`src/rtl/dac_pkg.sv`:
```
`default_nettype none
// ============================================================================
// dac_pkg : shared types, frame constants and sample conversion for dac_spi_out
// Revision: 1.0
// ============================================================================
package dac_pkg;

  typedef enum logic [1:0] {
    IDLE  = 2'd0,
    LOAD  = 2'd1,
    SHIFT = 2'd2,
    GAP   = 2'd3
  } dac_state_t;

  localparam int         FRAME_W     = 16;
  localparam logic [3:0] CTRL_NIBBLE = 4'b0011;

  // Sign-extending attenuation followed by MSB flip into offset binary.
  function automatic logic [7:0] dac_convert(input logic [7:0] sample,
                                             input logic [1:0] amp);
    logic signed [7:0] w_shifted;
    w_shifted = $signed(sample) >>> amp;
    return w_shifted ^ 8'h80;
  endfunction

  function automatic logic [FRAME_W-1:0] dac_frame(input logic [7:0] data);
    return {CTRL_NIBBLE, data, 4'b0000};
  endfunction

endpackage
`default_nettype wire

```
`src/rtl/dac_sclk_gen.sv`:
```
`default_nettype none
// ============================================================================
// dac_sclk_gen : SCLK divider with one-cycle rise/fall enables; held low
//                whenever i_en is deasserted.
// Revision: 1.0
// ============================================================================
module dac_sclk_gen #(
  parameter int CLK_DIV = 4
) (
  input  logic clk,
  input  logic rst,
  input  logic i_en,
  output logic o_sclk,
  output logic o_rise,
  output logic o_fall
);

  localparam int                c_cnt_w   = (CLK_DIV > 1) ? $clog2(CLK_DIV) : 1;
  localparam logic [c_cnt_w-1:0] c_cnt_max = c_cnt_w'(CLK_DIV - 1);

  logic [c_cnt_w-1:0] r_cnt;
  logic               r_sclk;
  logic               w_wrap;

  // The enables fire in the cycle before the level actually toggles.
  assign w_wrap = i_en && (r_cnt == c_cnt_max);
  assign o_rise = w_wrap && !r_sclk;
  assign o_fall = w_wrap && r_sclk;
  assign o_sclk = r_sclk;

  always_ff @(posedge clk or negedge rst) begin
    if (!rst) begin
      r_cnt  <= '0;
      r_sclk <= 1'b0;
    end else if (!i_en) begin
      r_cnt  <= '0;
      r_sclk <= 1'b0;
    end else if (w_wrap) begin
      r_cnt  <= '0;
      r_sclk <= ~r_sclk;
    end else begin
      r_cnt  <= r_cnt + 1'b1;
    end
  end

endmodule
`default_nettype wire

```
`src/rtl/dac_spi_out.sv`:
```
`default_nettype none
// ============================================================================
// dac_spi_out : attenuate/convert oscillator samples and serialise them as
//               16-bit SPI frames; optional DAC_OVERRUN_CNT_EN adds overrun_cnt.
// Revision: 1.0
// ============================================================================
module dac_spi_out
  import dac_pkg::*;
#(
  parameter int CLK_DIV = 4,
  parameter int CS_GAP  = 2
) (
  input  logic       clk,
  input  logic       rst,
  input  logic [7:0] sample_in,
  input  logic       sample_valid,
  input  logic [1:0] amp_sel,
  output logic       dac_sclk,
  output logic       dac_cs_n,
  output logic       dac_mosi,
  output logic       busy,
  output logic       overrun
`ifdef DAC_OVERRUN_CNT_EN
  ,
  output logic [7:0] overrun_cnt
`endif
);

  localparam int                c_gap_w    = (CS_GAP > 1) ? $clog2(CS_GAP) : 1;
  localparam logic [c_gap_w-1:0] c_gap_last = c_gap_w'(CS_GAP - 1);

  dac_state_t          r_state;
  logic [7:0]          r_cur;
  logic [7:0]          r_pend;
  logic                r_pend_vld;
  logic [FRAME_W-1:0]  r_shift;
  logic [3:0]          r_bit;
  logic [c_gap_w-1:0]  r_gap_cnt;
  logic                r_cs_n;
  logic                r_busy;
  logic                r_overrun;

  logic                w_sclk_en;
  logic                w_rise;
  logic                w_fall;
  logic [7:0]          w_conv;
  logic                w_gap_done;
  logic                w_take_pend;
  logic                w_overwrite;

  assign w_conv      = dac_convert(sample_in, amp_sel);
  assign w_sclk_en   = (r_state == SHIFT);
  assign w_gap_done  = (r_state == GAP) && (r_gap_cnt == c_gap_last);
  // The pending slot drains in IDLE or on GAP exit; a strobe then refills it
  // without counting as an overwrite.
  assign w_take_pend = r_pend_vld && ((r_state == IDLE) || w_gap_done);
  assign w_overwrite = sample_valid && r_pend_vld && !w_take_pend;

  dac_sclk_gen #(
    .CLK_DIV (CLK_DIV)
  ) u_sclk_gen (
    .clk    (clk),
    .rst    (rst),
    .i_en   (w_sclk_en),
    .o_sclk (dac_sclk),
    .o_rise (w_rise),
    .o_fall (w_fall)
  );

  always_ff @(posedge clk or negedge rst) begin
    if (!rst) begin
      r_state    <= IDLE;
      r_cur      <= '0;
      r_pend     <= '0;
      r_pend_vld <= 1'b0;
      r_shift    <= '0;
      r_bit      <= '0;
      r_gap_cnt  <= '0;
      r_cs_n     <= 1'b1;
      r_busy     <= 1'b0;
      r_overrun  <= 1'b0;
    end else begin
      if (sample_valid && ((r_state != IDLE) || r_pend_vld)) begin
        r_pend     <= w_conv;
        r_pend_vld <= 1'b1;
      end else if (w_take_pend) begin
        r_pend_vld <= 1'b0;
      end

      if (w_overwrite) begin
        r_overrun <= 1'b1;
      end

      case (r_state)
        IDLE: begin
          if (r_pend_vld) begin
            r_cur   <= r_pend;
            r_busy  <= 1'b1;
            r_state <= LOAD;
          end else if (sample_valid) begin
            r_cur   <= w_conv;
            r_busy  <= 1'b1;
            r_state <= LOAD;
          end
        end

        LOAD: begin
          r_shift <= dac_frame(r_cur);
          r_bit   <= '0;
          r_cs_n  <= 1'b0;
          r_state <= SHIFT;
        end

        SHIFT: begin
          if (w_rise) begin
            r_bit <= r_bit + 1'b1;
          end
          // r_bit wraps to zero after the 16th rising edge.
          if (w_fall) begin
            if (r_bit == 4'd0) begin
              r_shift   <= '0;
              r_cs_n    <= 1'b1;
              r_gap_cnt <= '0;
              r_state   <= GAP;
            end else begin
              r_shift <= {r_shift[FRAME_W-2:0], 1'b0};
            end
          end
        end

        GAP: begin
          if (w_gap_done) begin
            if (r_pend_vld) begin
              r_cur   <= r_pend;
              r_state <= LOAD;
            end else begin
              r_busy  <= 1'b0;
              r_state <= IDLE;
            end
          end else begin
            r_gap_cnt <= r_gap_cnt + 1'b1;
          end
        end

        default: r_state <= IDLE;
      endcase
    end
  end

  assign dac_cs_n = r_cs_n;
  assign dac_mosi = r_shift[FRAME_W-1];
  assign busy     = r_busy;
  assign overrun  = r_overrun;

`ifdef DAC_OVERRUN_CNT_EN
  logic [7:0] r_ovr_cnt;

  always_ff @(posedge clk or negedge rst) begin
    if (!rst) begin
      r_ovr_cnt <= '0;
    end else if (w_overwrite && (r_ovr_cnt != 8'hFF)) begin
      r_ovr_cnt <= r_ovr_cnt + 1'b1;
    end
  end

  assign overrun_cnt = r_ovr_cnt;
`endif

endmodule
`default_nettype wire

```
`config.mk`:
```
export PLATFORM = sky130hd
export DESIGN_NAME = dac_spi_out
export DESIGN_NICKNAME = d
export VERILOG_FILES = /design/src/rtl/dac_pkg.sv /design/src/rtl/dac_sclk_gen.sv /design/src/rtl/dac_spi_out.sv
export SDC_FILE = /design/constraint.sdc
export NUM_CORES = 1
export LEC_CHECK = 0
export ABC_AREA = 1
export CAP_MARGIN = 10
export CORE_MARGIN = 2
export CORE_UTILIZATION = 40
export CTS_CLUSTER_DIAMETER = 60
export DETAILED_ROUTE_END_ITERATION = 10
export HOLD_SLACK_MARGIN = 0.03
export PLACE_DENSITY = 0.61
export SLEW_MARGIN = 5
export SYNTH_ARGS = -nofsm -noshare
export SYNTH_HDL_FRONTEND = slang
export SYNTH_SLANG_ARGS = --single-unit
```
`constraint.sdc`:
```
create_clock -name clk -period 2.4 [get_ports clk]
set_clock_uncertainty 0.2 [all_clocks]
set_input_delay 0.36 -clock clk [delete_from_list [all_inputs] [get_ports clk]]
set_output_delay 0.36 -clock clk [all_outputs]
set_load 0.01 [all_outputs]
```
==> results.rst <==
.. list-table::
   :header-rows: 1

   * - Metric
     - Value
   * - Run status
     - finished, final reports clean
   * - Met1 GRT Util
     - 19.7%
   * - Cell breakdown of the critical path
     - clkdlybuf4s50_1
   * - Crit-path max FO
     - 2
   * - Period minus WS final
     - 1.91 ns
   * - GRT Util Overall
     - 14.5%
   * - Final wirelength
     - 3930 um
   * - Number of max-capacitance violations reported
     - 0
   * - Drt first pass iters
     - 4
   * - Type of the worst min-delay path
     - flip-flop to flip-flop
   * - Number of distinct standard cells referenced by the synthesized netlist
     - 28
   * - Proportion of layout cells with a drive suffix above 1
     - 12.2%
   * - Placement-stage cell area
     - 0.00243 mm^2
   * - Clock buffers created by TritonCTS
     - 5
   * - Max Root-Sink Buffers
     - 2
   * - Busiest metal layer after global routing
     - met2
   * - Global-route met2 utilization
     - 22.9%
   * - Count of final setup violators
     - 0
   * - Effective utilization at floorplan
     - 42.0%
   * - Wire length of the first global-routing pass
     - 7070 um
   * - Combined buffer and inverter count along the critical path
     - 1
   * - Synthesis-to-layout area growth
     - 16.2%
   * - Static Leakage
     - 1.27 nW
   * - Avg Vias per Cell
     - 4.67
   * - Fin area
     - 0.00252 mm^2
   * - Overall die height
     - 77.7 um
   * - Root buffer cell
     - clkbuf_8
   * - Skew-Pair Late Insertion Delay
     - 0.29 ns
   * - Number of levels the H-tree was split into
     - 2
   * - Largest net degree at the start of global routing
     - 23
   * - CP max-delay cell
     - dfstp_2
   * - Top Family by Delay on Critical Path
     - flip-flops
   * - Flop and latch count out of synthesis
     - 42
   * - Count of boundary I/O pins
     - 18
   * - Setup repair after global routing missed its margin
     - no
   * - Final GP Congestion
     - 0.817
   * - Worst Tran Pin Value
     - 0.488 ns
   * - Worst slack on hold paths
     - 0.237 ns
   * - Number of warnings reported in the yosys synthesis log
     - 0
   * - Routed len/inst
     - 10.7 um
   * - Net count after synthesis
     - 292
   * - Final Hold Violating Endpoints
     - 0
   * - Overflow left after global routing
     - 0
   * - Largest voltage drop on the vdd net
     - 0.000256 V
   * - Placement Rows
     - 26
   * - Total negative setup slack
     - 0 ns
   * - Diodes inserted
     - 0
   * - Global routing met3 resource utilization
     - 3.14%
   * - Sinks on the clock net
     - 42
   * - Leading post-synthesis cells by cell area
     - dfrtp_1 47%, nand2_1 16%, nand3_1 6.2%
   * - Pwr Density
     - 500 mW/mm^2
   * - CP peak stage delay
     - 0.54 ns
   * - Final critical-path share of the clock period
     - 79.6%
   * - Worst setup path class
     - flip-flop to output port
   * - Category of the worst setup path launch point
     - flip-flop
   * - Standard cell core area
     - 0.00517 mm^2
   * - Total number of vias
     - 1711
   * - Netlist area before placement
     - 0.00217 mm^2
   * - Sequential-to-total area share from yosys stat
     - 48.5%
   * - Antenna Violating Nets Remaining
     - 0
   * - Area fraction of the dominant cell type after synthesis
     - 47.3%
   * - Clock transition at the registers of the reported paths
     - 0.07 ns
   * - Max-slew violation count
     - 0
   * - Synth area leader
     - dfrtp_1
   * - Number of design rule violations left after detail routing
     - 0
   * - Vias in the first global route
     - 1633
   * - Die ar.
     - 0.00603 mm^2
   * - Worst endpoint required time
     - 1.84 ns
   * - Highest Clock Rate
     - 523 MHz
   * - Worst relative slew slack
     - 67.5%
   * - Detailed router's first-iteration violation count
     - 69
   * - DP HPWL
     - 2970 um
   * - Buffers on Ports
     - 17
   * - CP endpoint kind
     - output port
   * - Floorplan die width
     - 77.7 um
   * - Number of standard cells after synthesis
     - 271
   * - Clock tree from TritonCTS
     - yes
   * - Number of nets in the layout
     - 316
   * - Mean area per synthesized cell
     - 8.01 um^2
   * - Antenna violations before repair
     - 0
   * - Number of buffers inserted to repair setup after CTS
     - 0
   * - Data arrival time of the critical path
     - 1.35 ns
[state kept, by name (all words and copies together) (netlist names)]
signal,cells
busy,1
dac_cs_n,1
overrun,1
r_bit,4
r_cur,8
r_gap_cnt,1
r_pend,8
r_pend_vld,1
r_shift,12
r_state,2
u_sclk_gen.o_sclk,1
u_sclk_gen.r_cnt,2
[synthesized netlist by cell type]
| cell | instances |
|---|---|
| a21oi_1 | 8 |
| a22o_1 | 1 |
| buf_2 | 3 |
| buf_6 | 1 |
| dfrtp_1 | 41 |
| dfstp_2 | 1 |
| ha_1 | 8 |
| inv_1 | 19 |
| inv_2 | 7 |
| nand2_1 | 94 |
| nand2_2 | 5 |
| nand2_4 | 1 |
| nand3_1 | 27 |
| nand3_4 | 1 |
| nand3b_1 | 1 |
| nand4_1 | 1 |
| nor2_1 | 14 |
| nor2_2 | 3 |
| nor2_4 | 1 |
| nor3_1 | 3 |
| nor3_2 | 1 |
| o211ai_1 | 2 |
| o21ai_0 | 13 |
| o21ai_1 | 5 |
| o21ai_2 | 3 |
| o21bai_1 | 1 |
| o22ai_1 | 2 |
| or2_2 | 4 |
[metrics by stage]
stage	std cells	setup WS, ns	power, mW	util [%]
2_1_floorplan	271	0.732	0.793	-
3_3_place_gp	357	0.454	0.843	47.0
3_5_place_dp	357	0.465	0.844	47.0
4_1_cts	366	0.475	1.29	48.8
5_1_grt	366	0.374	1.34	48.8
6_report	366	0.490	1.26	48.8
[final cells by class]
cell class,count,area (um^2)
flip-flops and latches,42,1050
fillers,532,2650
multi-input cells,199,995
well taps,70,87.6
inverters,26,97.6
repair buffers,21,210
clock buffers,8,80.1
[power breakdown]
group | switching (mW) | internal [mW] | leakage, nW | total [mW]
Combinational | 0.0549 | 0.0445 | 0.706 | 0.0994
Sequential | 0.00774 | 0.722 | 0.524 | 0.730
Clock | 0.224 | 0.207 | 0.0395 | 0.431
[cell usage in the layout, fill, tap and decap left out, types with 7 or more instances in the layout]
master	synthesis	routed
inv_1	19	19
nand2_1	94	94
ha_1	8	8
clkdlybuf4s50_1	0	16
dfrtp_1	41	41
nand3_1	27	27
nor2_1	14	14
inv_2	7	7
o21ai_0	13	13
a21oi_1	8	8
[final timing paths]
check / from / end / slack (ns) / cells after the start
worst max-delay path: dac_cs_n$_DFFE_PN1P_ / dac_cs_n / 0.49 / 1
worst min-delay path: u_sclk_gen.r_cnt[0]$_DFF_PN0_ / u_sclk_gen.r_cnt[0]$_DFF_PN0_ / 0.24 / 1
worst max register to register: r_state[0]$_DFFE_PN0P_ / r_shift[4]$_DFFE_PN0P_ / 0.53 / 6
worst min register to register: u_sclk_gen.r_cnt[0]$_DFF_PN0_ / u_sclk_gen.r_cnt[0]$_DFF_PN0_ / 0.24 / 1
max in group asynchronous: rst / dac_cs_n$_DFFE_PN1P_ / 1.08 / 3
min in group asynchronous: rst / u_sclk_gen.o_sclk$_DFFE_PN0P_ / 0.36 / 2
[routing by layer]
layer  share of wire (%)  up-vias  wire [um]
met2                  43       29       1700
met3                 2.9        5        113
met1                  53      755       2080
met5                   0        -          0
met4                0.71        0         28
li1                    -      922          -
[cell families (layout without fill, tap and decap cells)]
| group | count (synthesis) | in the layout | synth area share (%) |
|---|---|---|---|
| buffers and inverters | 30 | 55 | 5.71 |
| AOI/OAI and AO/OA | 35 | 35 | 9.22 |
| and+or+nand+nor | 156 | 156 | 32.0 |
| DFF | 42 | 42 | 48.5 |
| adders and majority gates | 8 | 8 | 4.61 |
[repair_timing]
action / 4_1_cts / 5_1_grt
endpoints found under the hold margin: 20 / 0
resized for setup: 0 / 0
hold buffers: 1 / 0
No activity file was read; power rests on OpenSTA's default activity.
